$ cat src/rtl/register_rename.sv
// rtl/register_rename.sv - two-wide register rename stage with RAT and FIFO free list
// Maps architectural regs of up to two instructions per cycle onto physical regs; recycles committed regs.
module register_rename #(
  parameter int NUM_A_REGS = 32,
  parameter int NUM_P_REGS = 64,
  localparam int A = $clog2(NUM_A_REGS),
  localparam int P = $clog2(NUM_P_REGS)
) (
  input  logic         clk_i,
  input  logic         rst_i,
  input  logic         en_rename_instr0_i,
  input  logic         en_rename_instr1_i,
  input  logic [A-1:0] instr0_rs1_i,
  input  logic [A-1:0] instr0_rs2_i,
  input  logic [A-1:0] instr0_rd_i,
  input  logic         instr0_wr_i,
  input  logic [A-1:0] instr1_rs1_i,
  input  logic [A-1:0] instr1_rs2_i,
  input  logic [A-1:0] instr1_rd_i,
  input  logic         instr1_wr_i,
  output logic [P-1:0] instr0_ps1_o,
  output logic [P-1:0] instr0_ps2_o,
  output logic [P-1:0] instr0_pd_o,
  output logic [P-1:0] instr0_old_pd_o,
  output logic         instr0_valid_o,
  output logic [P-1:0] instr1_ps1_o,
  output logic [P-1:0] instr1_ps2_o,
  output logic [P-1:0] instr1_pd_o,
  output logic [P-1:0] instr1_old_pd_o,
  output logic         instr1_valid_o,
  input  logic         en_free0_i,
  input  logic         en_free1_i,
  input  logic [P-1:0] free_preg0_i,
  input  logic [P-1:0] free_preg1_i,
  output logic         stall_o
);

  localparam logic [P:0]   NUM_P_W    = (P+1)'(NUM_P_REGS);
  localparam logic [P:0]   INIT_COUNT = (P+1)'(NUM_P_REGS - NUM_A_REGS);
  localparam logic [P-1:0] INIT_TAIL  = P'(NUM_A_REGS % NUM_P_REGS);

  logic [P-1:0] rat_q [NUM_A_REGS];
  logic [P-1:0] rat_d [NUM_A_REGS];
  logic [P-1:0] fl_q  [NUM_P_REGS];
  logic [P-1:0] fl_d  [NUM_P_REGS];
  logic [P-1:0] head_q, head_d;
  logic [P-1:0] tail_q, tail_d;
  logic [P:0]   count_q, count_d;

  logic         instr0_valid_q, instr0_valid_d;
  logic [P-1:0] instr0_ps1_q, instr0_ps1_d;
  logic [P-1:0] instr0_ps2_q, instr0_ps2_d;
  logic [P-1:0] instr0_pd_q, instr0_pd_d;
  logic [P-1:0] instr0_old_pd_q, instr0_old_pd_d;
  logic         instr1_valid_q, instr1_valid_d;
  logic [P-1:0] instr1_ps1_q, instr1_ps1_d;
  logic [P-1:0] instr1_ps2_q, instr1_ps2_d;
  logic [P-1:0] instr1_pd_q, instr1_pd_d;
  logic [P-1:0] instr1_old_pd_q, instr1_old_pd_d;

  logic         alloc0, alloc1, stall;
  logic         go0, go1, push0, push1;
  logic [P:0]   need, pops, avail;
  logic [P-1:0] head_p1, pd0, pd1;
  logic [P-1:0] map0_rs1, map0_rs2, map1_rs1, map1_rs2;

  function automatic logic [P-1:0] ptr_inc(input logic [P-1:0] ptr);
    logic [P:0] sum;
    sum = {1'b0, ptr} + 1'b1;
    if (sum >= NUM_P_W) ptr_inc = '0;
    else                ptr_inc = sum[P-1:0];
  endfunction

  always_comb begin
    alloc0  = en_rename_instr0_i && instr0_wr_i && (instr0_rd_i != '0);
    alloc1  = en_rename_instr1_i && instr1_wr_i && (instr1_rd_i != '0);
    need    = (P+1)'(alloc0) + (P+1)'(alloc1);
    // Only the registered count is consulted; same-cycle frees help next cycle.
    stall   = need > count_q;
    go0     = en_rename_instr0_i && !stall;
    go1     = en_rename_instr1_i && !stall;
    pops    = stall ? '0 : need;

    head_p1 = ptr_inc(head_q);
    pd0     = alloc0 ? fl_q[head_q] : '0;
    pd1     = alloc1 ? fl_q[alloc0 ? head_p1 : head_q] : '0;

    map0_rs1 = (instr0_rs1_i == '0) ? '0 : rat_q[instr0_rs1_i];
    map0_rs2 = (instr0_rs2_i == '0) ? '0 : rat_q[instr0_rs2_i];
    map1_rs1 = (alloc0 && instr1_rs1_i == instr0_rd_i) ? pd0 :
               (instr1_rs1_i == '0) ? '0 : rat_q[instr1_rs1_i];
    map1_rs2 = (alloc0 && instr1_rs2_i == instr0_rd_i) ? pd0 :
               (instr1_rs2_i == '0) ? '0 : rat_q[instr1_rs2_i];

    instr0_valid_d  = go0;
    instr0_ps1_d    = go0 ? map0_rs1 : '0;
    instr0_ps2_d    = go0 ? map0_rs2 : '0;
    instr0_pd_d     = go0 ? pd0 : '0;
    instr0_old_pd_d = (go0 && alloc0) ? rat_q[instr0_rd_i] : '0;
    instr1_valid_d  = go1;
    instr1_ps1_d    = go1 ? map1_rs1 : '0;
    instr1_ps2_d    = go1 ? map1_rs2 : '0;
    instr1_pd_d     = go1 ? pd1 : '0;
    instr1_old_pd_d = '0;
    if (go1 && alloc1) begin
      instr1_old_pd_d = (alloc0 && instr1_rd_i == instr0_rd_i) ? pd0 : rat_q[instr1_rd_i];
    end

    rat_d = rat_q;
    if (!stall && alloc0) rat_d[instr0_rd_i] = pd0;
    if (!stall && alloc1) rat_d[instr1_rd_i] = pd1;

    head_d = head_q;
    if (!stall && alloc0) head_d = ptr_inc(head_d);
    if (!stall && alloc1) head_d = ptr_inc(head_d);

    // Pops are taken first so a full list being drained can still accept returns.
    avail  = count_q - pops;
    fl_d   = fl_q;
    tail_d = tail_q;
    push0  = en_free0_i && (free_preg0_i != '0) && (avail < NUM_P_W);
    if (push0) begin
      fl_d[tail_d] = free_preg0_i;
      tail_d       = ptr_inc(tail_d);
    end
    push1  = en_free1_i && (free_preg1_i != '0) && ((avail + (P+1)'(push0)) < NUM_P_W);
    if (push1) begin
      fl_d[tail_d] = free_preg1_i;
      tail_d       = ptr_inc(tail_d);
    end
    count_d = avail + (P+1)'(push0) + (P+1)'(push1);
  end

  always_ff @(posedge clk_i) begin
    if (rst_i) begin
      for (int i = 0; i < NUM_A_REGS; i++) rat_q[i] <= P'(i);
      for (int i = 0; i < NUM_P_REGS; i++) begin
        fl_q[i] <= (i < NUM_P_REGS - NUM_A_REGS) ? P'(NUM_A_REGS + i) : '0;
      end
      head_q          <= '0;
      tail_q          <= INIT_TAIL;
      count_q         <= INIT_COUNT;
      instr0_valid_q  <= 1'b0;
      instr0_ps1_q    <= '0;
      instr0_ps2_q    <= '0;
      instr0_pd_q     <= '0;
      instr0_old_pd_q <= '0;
      instr1_valid_q  <= 1'b0;
      instr1_ps1_q    <= '0;
      instr1_ps2_q    <= '0;
      instr1_pd_q     <= '0;
      instr1_old_pd_q <= '0;
    end else begin
      rat_q           <= rat_d;
      fl_q            <= fl_d;
      head_q          <= head_d;
      tail_q          <= tail_d;
      count_q         <= count_d;
      instr0_valid_q  <= instr0_valid_d;
      instr0_ps1_q    <= instr0_ps1_d;
      instr0_ps2_q    <= instr0_ps2_d;
      instr0_pd_q     <= instr0_pd_d;
      instr0_old_pd_q <= instr0_old_pd_d;
      instr1_valid_q  <= instr1_valid_d;
      instr1_ps1_q    <= instr1_ps1_d;
      instr1_ps2_q    <= instr1_ps2_d;
      instr1_pd_q     <= instr1_pd_d;
      instr1_old_pd_q <= instr1_old_pd_d;
    end
  end

  assign stall_o         = stall;
  assign instr0_valid_o  = instr0_valid_q;
  assign instr0_ps1_o    = instr0_ps1_q;
  assign instr0_ps2_o    = instr0_ps2_q;
  assign instr0_pd_o     = instr0_pd_q;
  assign instr0_old_pd_o = instr0_old_pd_q;
  assign instr1_valid_o  = instr1_valid_q;
  assign instr1_ps1_o    = instr1_ps1_q;
  assign instr1_ps2_o    = instr1_ps2_q;
  assign instr1_pd_o     = instr1_pd_q;
  assign instr1_old_pd_o = instr1_old_pd_q;

endmodule

$ cat config.mk
export PLATFORM = sky130hd
export DESIGN_NAME = register_rename
export DESIGN_NICKNAME = d
export VERILOG_FILES = /design/src/rtl/register_rename.sv
export SDC_FILE = /design/constraint.sdc
export NUM_CORES = 2
export LEC_CHECK = 0
export BUFFER_PORTS_ARGS = -buffer_cell sky130_fd_sc_hd__buf_2
export CAP_MARGIN = 30
export CORE_ASPECT_RATIO = 0.8
export CORE_MARGIN = 8
export CORE_UTILIZATION = 40
export CTS_BUF_LIST = sky130_fd_sc_hd__clkbuf_8
export DETAILED_ROUTE_END_ITERATION = 6
export SLEW_MARGIN = 15
export SYNTH_ARGS = -nofsm -noshare
export SYNTH_HDL_FRONTEND = slang
export SYNTH_SLANG_ARGS = --single-unit
$ cat constraint.sdc
create_clock -name clk_i -period 11.6 [get_ports clk_i]
set_input_delay 1.16 -clock clk_i [delete_from_list [all_inputs] [get_ports clk_i]]
set_output_delay 1.16 -clock clk_i [all_outputs]
set_load 0.005 [all_outputs]
==> results.ini <==
[outcome]
status = completed

[global_routing]
grt_max_degree = 90
track_usage_pct = 33.2
grt_pass1_vias = 44200
grt_pass1_wl_um = 320000
gr-total-overflow = 0
antenna_found_initial = 16

[pwr]
powerDensity_mw_per_mm2 = 127
seq_power_share_pct = 36.9
peakVddDrop_uv = 92.4
power_frac_comb_pct = 26.9
p_sw_uw = 2440
swShare_pct = 37.6
cellLeakagePower_uw = 0.0174
p_total_uw = 6480
internal_power_uw = 4040
p_clk_share_pct = 36.2

[floorplanning]
rows = 112
initial_core_util_pct = 40.3
die_y_um = 323
dieWidth_um = 399
die_area_mm2 = 0.129
core_area_mm2 = 0.117
pin_count = 101

[setup_path]
timing.critical_path.to_type = register
worst_setup_path_start_kind = input port
critPathMaxFanout = 28
arrival_ns = 9.55
crit_path_start = instr0_rd_i[4]
r2r_start = count_q[3]
crit_type = input port to register
cp.required_ns = 12.35

[clock_network]
path_clk_slew_ns = 0.06
h-tree-depth = 3
cts_hold_buf = 0
clk_path_buf_depth = 3
postCtsSetupBuffers = 0
numCtsBuffers = 114
clkLatencyLatePin_ns = 0.92
clock-sinks = 645
clock-root-buffer = clkbuf_8
cts_tree = done
post_cts_resized = 0

[place]
port_buffers = 100
place_hpwl_um = 149000
place_congestion = 0.996

[cells_and_area]
area_delta_synth_final_pct = 8.16
drive_gt1_share_pct = 16.9
layout_commonest_cell = nand2_1
fin_nets = 5370
fillers = 11500
layout_common_cells = nand2_1 (826), nor2_1 (660), dfxtp_1 (643)

[sta]
slew_violations = 0
hold_viol = 0
whs_ns = 0.504
clock_skew_ns = 0.105
grt_setup_unrepaired = false
setup_tns_ns = 0
worst_pin_slew_ns = 1.16
fin_crit_sh_pct = 75.9
fmaxAchievable_mhz = 114
finalCriticalPeriod_ns = 8.80
slew_headroom_pct = 22.6
setup_viol = 0

[route]
vias = 49500
vias_per_cell = 7.13
drt_pass1_iterations = 6
drt_wl_total_um = 225000
routedWlPerCell_um = 32.4
ant_nets = 0
drc = 0
drt-initial-drc-count = 8687

[yosys]
async_flop_share_pct = 0
synth_flop_cell = dfxtp_1
syn_nets = 5600
synth_cell_types = 92
ys_seq_area_share_pct = 27.5
yosysWarnings = 0
syn_avg_cell_area_um2 = 8.49
syn_area_mm2 = 0.0470
synth_edf_count = 0
syn_inst = 5536
ys_ff_latch = 645

[worst_hold_path]
hold_class = register to register
worstHoldStart = fl_q[58]

[run]
maxCapViolCount = 0

[critical path, cell delays in order]
cell      delay [ns]
buf_2           0.17
or3_1           0.69
o21ai_4         0.73
inv_2           0.51
ha_1            0.44
inv_1           0.06
ha_1            0.27
a21o_1          0.19
a211oi_2        0.69
nor2_1          0.09
ha_1            0.22
inv_1           0.08
fa_1            0.28
or3_4           0.18
nand3_2         0.18
inv_1           0.21
ha_1            0.21
ha_1            0.23
nand2_1         0.13
or4_4           0.45
a21oi_2         0.44
and3_1          0.99
nand2_1         0.50
and3_1          0.29
o21ai_0         0.13
[Yosys cell counts, types with 11 or more instances]
library cell	n	area share, %
a2111oi_0	14	0.26
nand2b_1	36	0.48
o211ai_1	34	0.54
a311oi_1	250	4.7
nand2_1	828	6.6
a211o_1	19	0.35
xor2_1	13	0.24
nor4_1	11	0.15
a22oi_1	53	0.85
mux4_2	349	17
and3_1	72	0.96
nand2_2	13	0.17
o22ai_1	21	0.28
ha_1	13	0.35
a221oi_1	102	1.9
o31ai_1	11	0.18
mux2i_1	366	7.8
a211oi_1	198	3.2
nor3_1	83	0.88
nand4_1	12	0.16
nand3b_1	11	0.18
a31oi_1	19	0.25
dfxtp_1	645	27
o221ai_1	34	0.63
nor2_1	663	5.3
buf_1	53	0.42
a32oi_1	81	1.5
o21ai_0	231	2.5
or3_1	15	0.20
buf_2	121	1.3
clkbuf_1	401	3.2
nor2b_1	29	0.39
and2_1	13	0.17
a21boi_0	13	0.21
a21oi_1	154	1.6
o21ai_1	16	0.17
inv_1	30	0.24
xnor2_1	29	0.54
nand3_1	283	3.0
mux2_2	63	1.5
[registers in the layout, summed over array words and instances (netlist names), 6 cells and up]
signal,flops
instr0_ps2_o,6
instr1_pd_o,6
fl_q,384
instr0_old_pd_o,6
instr1_ps1_o,6
instr0_pd_o,6
rat_q,192
instr1_old_pd_o,6
instr0_ps1_o,6
count_q,7
instr1_ps2_o,6
tail_q,6
head_q,6
[worst paths after layout]
path / end / slack, ns / depth (start not counted)
worst min-delay path: fl_q[58] / 0.50 / 2
worst max-delay path: fl_q[281] / 2.80 / 25
worst min register to register: fl_q[58] / 0.50 / 2
worst max register to register: fl_q[281] / 5.20 / 18
[stage by stage]
step,cells,util [%],worst slack [ns],area [um^2]
floorplan,5536,-,4.30,47000
finish,6945,43.6,2.80,50800
CTS,6924,43.5,3.08,50700
global route,6938,43.6,2.56,50800
detailed placement,6718,41.4,2.16,48200
global placement,6706,41.2,2.24,48100
[cells by family (layout without fill, tap and decap cells)]
logic type,count (synthesis),in the layout,synth area share (%)
AND/OR/NAND/NOR,2122,2122,19.6
AO/OA/AOI/OAI,1311,1311,20.3
multiplexers,778,778,26.0
flip-flops,645,645,27.5
buffers and inverters,623,483,5.43
XOR/XNOR,43,43,0.817
adder cells (fa/ha/maj),14,14,0.389
other,0,10,0
[metal layers]
| layer | vias to the layer above | global-route usage, % | wire length (um) |
|---|---|---|---|
| li1 | 20500 | - | - |
| met1 | 24100 | 46.2 | 88900 |
| met2 | 4219 | 42.7 | 84400 |
| met3 | 621 | 17.5 | 41400 |
| met4 | 12 | 12.7 | 9770 |
| met5 | - | 0.446 | 142 |
[power by group through the flow]
stage	clock network, uW	logic [uW]	registers (uW)
2_1_floorplan	0	1090	2380
3_3_place_gp	0	1620	2430
3_5_place_dp	0	1640	2430
4_1_cts	2360	1640	2390
5_1_grt	2460	1780	2400
6_report	2350	1740	2390
[cell type report]
type	instances	area, um^2	area share (%)
Inverter	35	134	0.263
Tap cell	1539	1930	3.79
Antenna cell	10	25.0	0.0492
Sequential cell	645	12900	25.4
Multi-Input combinational cell	4268	31700	62.3
Clock inverter	57	399	0.785
Clock buffer	149	2050	4.03
Timing Repair Buffer	242	1710	3.37
Note: power is estimated with default switching activity, not from simulation.
